<file path="src/rtl/hack_pkg.sv">
// hack_pkg: shared Hack CPU widths and fetch-unit state encodings.
//   HACK_ADDR_W / HACK_DATA_W : default PC and instruction widths
//   fetch_state_t             : instruction fetch FSM states (2 bits)
package hack_pkg;
  localparam int HACK_ADDR_W = 16;
  localparam int HACK_DATA_W = 16;

  typedef enum logic [1:0] {
    FS_IDLE     = 2'd0,
    FS_DEMAND   = 2'd1,
    FS_PREFETCH = 2'd2,
    FS_DRAIN    = 2'd3
  } fetch_state_t;
endpackage

</file>
<file path="src/rtl/instr_fetch_reg.sv">
// instr_fetch_reg: generic loadable register with async active-low clear.
//   clk, reset_n : clock, async clear to zero
//   load, d      : q <= d on a rising edge while load=1
//   q            : stored word
module instr_fetch_reg #(
  parameter int W = 16
) (
  input  logic         clk,
  input  logic         reset_n,
  input  logic         load,
  input  logic [W-1:0] d,
  output logic [W-1:0] q
);
  always_ff @(posedge clk or negedge reset_n) begin
    if (!reset_n)  q <= '0;
    else if (load) q <= d;
  end
endmodule

</file>
<file path="src/rtl/instr_fetch.sv">
// instr_fetch: Hack CPU instruction fetch with a two-entry tagged buffer
// (cur/nxt) and sequential prefetch over a req/ack memory port.
//   clk, reset_n          : clock, async active-low reset
//   pc_addr, fetch, flush : CPU side request / buffer invalidate pulse
//   instr, instr_valid    : word for pc_addr, combinational from buffer regs
//   mem_req, mem_addr     : registered memory request, address held until ack
//   mem_ack, mem_rdata    : one-cycle ack with data
module instr_fetch
  import hack_pkg::*;
#(
  parameter int ADDR_W      = HACK_ADDR_W,
  parameter int DATA_W      = HACK_DATA_W,
  parameter bit PREFETCH_EN = 1'b1
) (
  input  logic              clk,
  input  logic              reset_n,
  input  logic [ADDR_W-1:0] pc_addr,
  input  logic              fetch,
  input  logic              flush,
  output logic [DATA_W-1:0] instr,
  output logic              instr_valid,
  output logic              mem_req,
  output logic [ADDR_W-1:0] mem_addr,
  input  logic              mem_ack,
  input  logic [DATA_W-1:0] mem_rdata
);
  fetch_state_t      state, state_d;
  logic              mem_req_d;
  logic [ADDR_W-1:0] mem_addr_d;

  logic              cur_v, nxt_v;
  logic [ADDR_W-1:0] cur_tag, nxt_tag;
  logic [DATA_W-1:0] cur_data, nxt_data, cur_d;

  logic              hit_cur, hit_nxt, promote;
  logic              fill_cur, fill_nxt;
  logic              eff_cur_v, eff_nxt_v;
  logic [ADDR_W-1:0] eff_cur_tag, pf_tag;
  logic              pf_need;

  // Data words live in plain load-enabled registers; tags/valids below.
  assign cur_d = fill_cur ? mem_rdata : nxt_data;

  instr_fetch_reg #(.W(DATA_W)) u_cur_data (
    .clk(clk), .reset_n(reset_n), .load(fill_cur | promote), .d(cur_d), .q(cur_data)
  );
  instr_fetch_reg #(.W(DATA_W)) u_nxt_data (
    .clk(clk), .reset_n(reset_n), .load(fill_nxt), .d(mem_rdata), .q(nxt_data)
  );

  always_comb begin
    hit_cur     = cur_v && (cur_tag == pc_addr);
    hit_nxt     = nxt_v && (nxt_tag == pc_addr);
    instr_valid = hit_cur | hit_nxt;
    instr       = '0;
    if (hit_cur)      instr = cur_data;
    else if (hit_nxt) instr = nxt_data;
    promote     = fetch & hit_nxt & ~hit_cur;

    // Prefetch looks at the buffer as it will be after this edge's
    // promotion, so the next sequential word is requested in the same
    // cycle nxt is consumed (keeps zero-wait code at 1 instr / 2 cycles).
    eff_cur_v   = cur_v | promote;
    eff_cur_tag = promote ? nxt_tag : cur_tag;
    eff_nxt_v   = nxt_v & ~promote;
    pf_tag      = eff_cur_tag + ADDR_W'(1);
    pf_need     = PREFETCH_EN && eff_cur_v && !(eff_nxt_v && (nxt_tag == pf_tag));
  end

  always_ff @(posedge clk or negedge reset_n) begin
    if (!reset_n) begin
      state    <= FS_IDLE;
      mem_req  <= 1'b0;
      mem_addr <= '0;
    end else begin
      state    <= state_d;
      mem_req  <= mem_req_d;
      mem_addr <= mem_addr_d;
    end
  end

  // mem_addr doubles as req_tag: it is held for the whole transaction.
  always_comb begin
    state_d    = state;
    mem_req_d  = mem_req;
    mem_addr_d = mem_addr;
    fill_cur   = 1'b0;
    fill_nxt   = 1'b0;
    unique case (state)
      FS_IDLE: begin
        if (!flush) begin
          if (fetch && !instr_valid) begin
            state_d    = FS_DEMAND;
            mem_req_d  = 1'b1;
            mem_addr_d = pc_addr;
          end else if (pf_need) begin
            state_d    = FS_PREFETCH;
            mem_req_d  = 1'b1;
            mem_addr_d = pf_tag;
          end
        end
      end
      FS_DEMAND, FS_PREFETCH: begin
        if (mem_ack) begin
          state_d   = FS_IDLE;
          mem_req_d = 1'b0;
          fill_cur  = !flush && (state == FS_DEMAND);
          fill_nxt  = !flush && (state == FS_PREFETCH);
        end else if (flush) begin
          state_d = FS_DRAIN;
        end
      end
      FS_DRAIN: begin
        if (mem_ack) begin
          state_d   = FS_IDLE;
          mem_req_d = 1'b0;
        end
      end
      default: state_d = FS_IDLE;
    endcase
  end

  always_ff @(posedge clk or negedge reset_n) begin
    if (!reset_n) begin
      cur_v   <= 1'b0;
      nxt_v   <= 1'b0;
      cur_tag <= '0;
      nxt_tag <= '0;
    end else if (flush) begin
      cur_v <= 1'b0;
      nxt_v <= 1'b0;
    end else if (fill_cur) begin
      cur_tag <= mem_addr;
      cur_v   <= 1'b1;
      nxt_v   <= 1'b0;
    end else begin
      if (promote) begin
        cur_tag <= nxt_tag;
        cur_v   <= 1'b1;
      end
      // A prefetch fill landing on a promotion edge refills nxt.
      if (fill_nxt) begin
        nxt_tag <= mem_addr;
        nxt_v   <= 1'b1;
      end else if (promote) begin
        nxt_v <= 1'b0;
      end
    end
  end
endmodule

</file>
<file path="config.mk">
export PLATFORM = sky130hd
export DESIGN_NAME = instr_fetch
export DESIGN_NICKNAME = d
export VERILOG_FILES = /design/src/rtl/hack_pkg.sv /design/src/rtl/instr_fetch_reg.sv /design/src/rtl/instr_fetch.sv
export SDC_FILE = /design/constraint.sdc
export NUM_CORES = 1
export LEC_CHECK = 0
export ABC_CLOCK_PERIOD_IN_PS = 5850
export CAP_MARGIN = 0
export CORE_MARGIN = 8
export CORE_UTILIZATION = 56
export DETAILED_ROUTE_END_ITERATION = 8
export PLACE_DENSITY = 0.87
export SETUP_SLACK_MARGIN = 0.5
export SLEW_MARGIN = 40
export SYNTH_ARGS = -nofsm -noshare
export SYNTH_HDL_FRONTEND = slang
export SYNTH_SLANG_ARGS = --single-unit
export TNS_END_PERCENT = 30
</file>
<file path="constraint.sdc">
create_clock -name clk -period 5.85 [get_ports clk]
set_clock_uncertainty 0.05 [all_clocks]
set_input_delay 0.585 -clock clk [delete_from_list [all_inputs] [get_ports clk]]
set_output_delay 0.585 -clock clk [all_outputs]
set_load 0.01 [all_outputs]
</file>
==> qor.txt <==
Wl on met1: 6.701 mm
Share of layout cells above drive strength 1: 0.1364
Largest net degree at the start of global routing: 86
Peak Freq: 192.8 MHz
P&R area growth vs syn: 17.82%
CTS clk-pin slew, worst paths: 0.10 ns
R2R setup slack: 0.85 ns
Final setup viols: 0
Yosys reg bits: 85
Crit-path max FO: 8
Mapped Cells: 619
Ys flop type: dfrtp_1
Final period utilization: 0.8864
Endpoints failing hold: 0
Post-layout min period: 5.185 ns
Vias per inst: 6.165
Mapped Area: 5574 um^2
Pre-CTS setup slack: 0.2761 ns
Post-synth EDFFs: 0
Yosys warning count: 0
Most frequent cells in the layout: nand2_1, dfrtp_1, clkdlybuf4s50_1
Sequential share of the synthesized area: 0.3816
FILL cells: 817
Slew Viols, Final: 0
Highest Signal Layer: met4
Setup TNS: 0 ns
Initial DRC Count: 412
Die footprint: 13,400 um^2
Reg2reg start: cur_tag[5]$_DFFE_PN0N_
CTS Root Cell: clkbuf_8
Leakage: 2.696 nW
Post-synth ARST share: 1.000
Later-pin clock latency in the skew report: 0.36 ns
Port-buffer cells: 70
# DRC: 0
GP Congestion: 1.006
Hold_buf cts: 0
Die H: 115.8 um
RSZ-0062 raised after global routing: false
Worst setup margin: 0.6646 ns
Grt ovf: 0
Met2 WL: 8.001 mm
Total power: 3.004 mW
Total core area: 9729 um^2
Post-CTS Setup Inserts: 0
Net count after synthesis: 662
Register-to-Register Path Depth: 15
Avg Inst Size Synth: 9.005 um^2
DR pass1 iterations: 6
Pwr/cell area: 457.4 nW/um^2
Maxcap violations: 0
Max-slew headroom: 0.4450
Initial Utilization: 0.5729
Reg2reg end: mem_addr[3]$_DFFE_PN0P_
GRT Util Overall: 0.2513
Crit. End Element: register
Startpoint Class: input port
CTS H-tree lvls: 3
Via count: 4,932
Die W: 115.8 um
# clock sinks: 85
Number of global-route vias before repair: 4,965
Hold Crit Class: in2async
Ports: 71
Least-Margin Pin Slew: 0.8325 ns
Commonest non-fill, non-tap cell in the layout: nand2_1
Routed wl met3: 1.357 mm
First-pass GRT wire length: 26.19 mm
Worst EP required: 6.05 ns
Routed Antenna Nets: 0
Status: complete, no violations
Row cnt: 36
Netlist cell types: 58
WS Path Type: in2reg
Clock Tree Buf Depth: 2
Post-CTS sizing: 0
Number of CTS-inserted buffers: 9
Routed wire per std cell: 20.67 um
Antenna Cells: 0
Initial antenna violation count: 0
Layout Nets: 705
CTS tree: yes
Peak supply drop: 0.2718 mV
Dpl hpwl: 11.95 mm
Post-Route WL: 16.54 mm
Arrival @ worst endpoint: 5.38 ns
==> cells in the mapped netlist, types with 7 or more instances <==
cell / count / area [um^2]
nand3_1: 12 / 60.06
nand2_1: 102 / 382.9
clkbuf_1: 37 / 138.9
xnor2_1: 38 / 332.8
xor2_1: 29 / 254.0
nand4_1: 13 / 81.33
a21oi_1: 22 / 110.1
inv_1: 12 / 45.04
dfrtp_1: 85 / 2127
mux2_4: 10 / 150.1
nor2_1: 48 / 180.2
a31oi_1: 17 / 106.4
o21ai_0: 42 / 210.2
mux2_2: 36 / 405.4
mux2i_1: 8 / 80.08
buf_2: 7 / 35.03
o22ai_1: 14 / 87.58
==> worst max-delay path, cell delays in order <==
cell and delay, ns:
clkdlybuf4s50_1 0.48, xor2_1 0.21, nand4bb_1 0.21, or4_4 0.53, o2111ai_4 0.28, mux2_2 0.39, ha_1 0.21, and4_1 0.30
a211oi_1 0.25, o21ai_0 0.14, or4b_1 0.54, nor4_4 0.32, a41oi_1 0.15, o211a_1 0.26, buf_4 0.19, mux2_1 0.33
==> report_power, final <==
part	switching (mW)	internal (mW)	total, mW
Sequential	0.439	0.866	1.31
Combinational	0.565	0.649	1.21
Clock	0.237	0.247	0.485
==> registers in the layout, summed over array words and instances, names as in the netlist <==
register,flops
u_cur_data.q,16
mem_req,1
cur_v,1
u_nxt_data.q,16
state,2
mem_addr,16
cur_tag,16
nxt_tag,16
nxt_v,1
==> cells by family after synthesis <==
family,count (synthesis),share of synthesized area
XOR/XNOR,69,0.1136
adder cells (fa/ha/maj),6,0.01347
flip-flops,85,0.3816
AND/OR/NAND/NOR,213,0.1791
multiplexers,60,0.1261
AO/OA/AOI/OAI,122,0.1347
buffers and inverters,64,0.05140
==> layer usage <==
layer	GRT usage	up-vias
li1	-	2236
met1	0.3145	2418
met2	0.4135	233
met3	0.05107	45
met4	0.1054	0
met5	0	-
==> through the flow <==
step	cells	util	hold WS, ns	instance area (um^2)
after CTS	800	0.6727	0.2401	6545
after global routing	800	0.6750	0.2491	6568
final	800	0.6750	0.1893	6568
after detailed placement	784	0.6492	0.4699	6316
after global placement	784	0.6480	0.4603	6305
after floorplan	619	-	0.2394	5574
==> area by class of cell <==
cell class | instances | area (um^2) | share of cell area
clock inverters | 7 | 105.1 | 0.01600
inverters | 13 | 48.80 | 0.007430
clock buffers | 9 | 123.9 | 0.01886
well taps | 133 | 166.4 | 0.02534
flip-flops and latches | 85 | 2127 | 0.3239
multi-input cells | 470 | 3194 | 0.4864
repair buffers | 83 | 802.0 | 0.1221
==> worst max path at each step <==
stage               startpoint                  endpoint  cells past startpoint
global route        pc_addr[0]   mem_addr[3]$_DFFE_PN0P_                     16
finish              pc_addr[0]   mem_addr[3]$_DFFE_PN0P_                     16
CTS                 pc_addr[0]   mem_addr[3]$_DFFE_PN0P_                     16
detailed placement  pc_addr[0]   mem_addr[3]$_DFFE_PN0P_                     16
global placement    pc_addr[0]   mem_addr[3]$_DFFE_PN0P_                     16
floorplan           pc_addr[0]  mem_addr[10]$_DFFE_PN0P_                     18
Note: power is estimated with default switching activity, not from simulation.
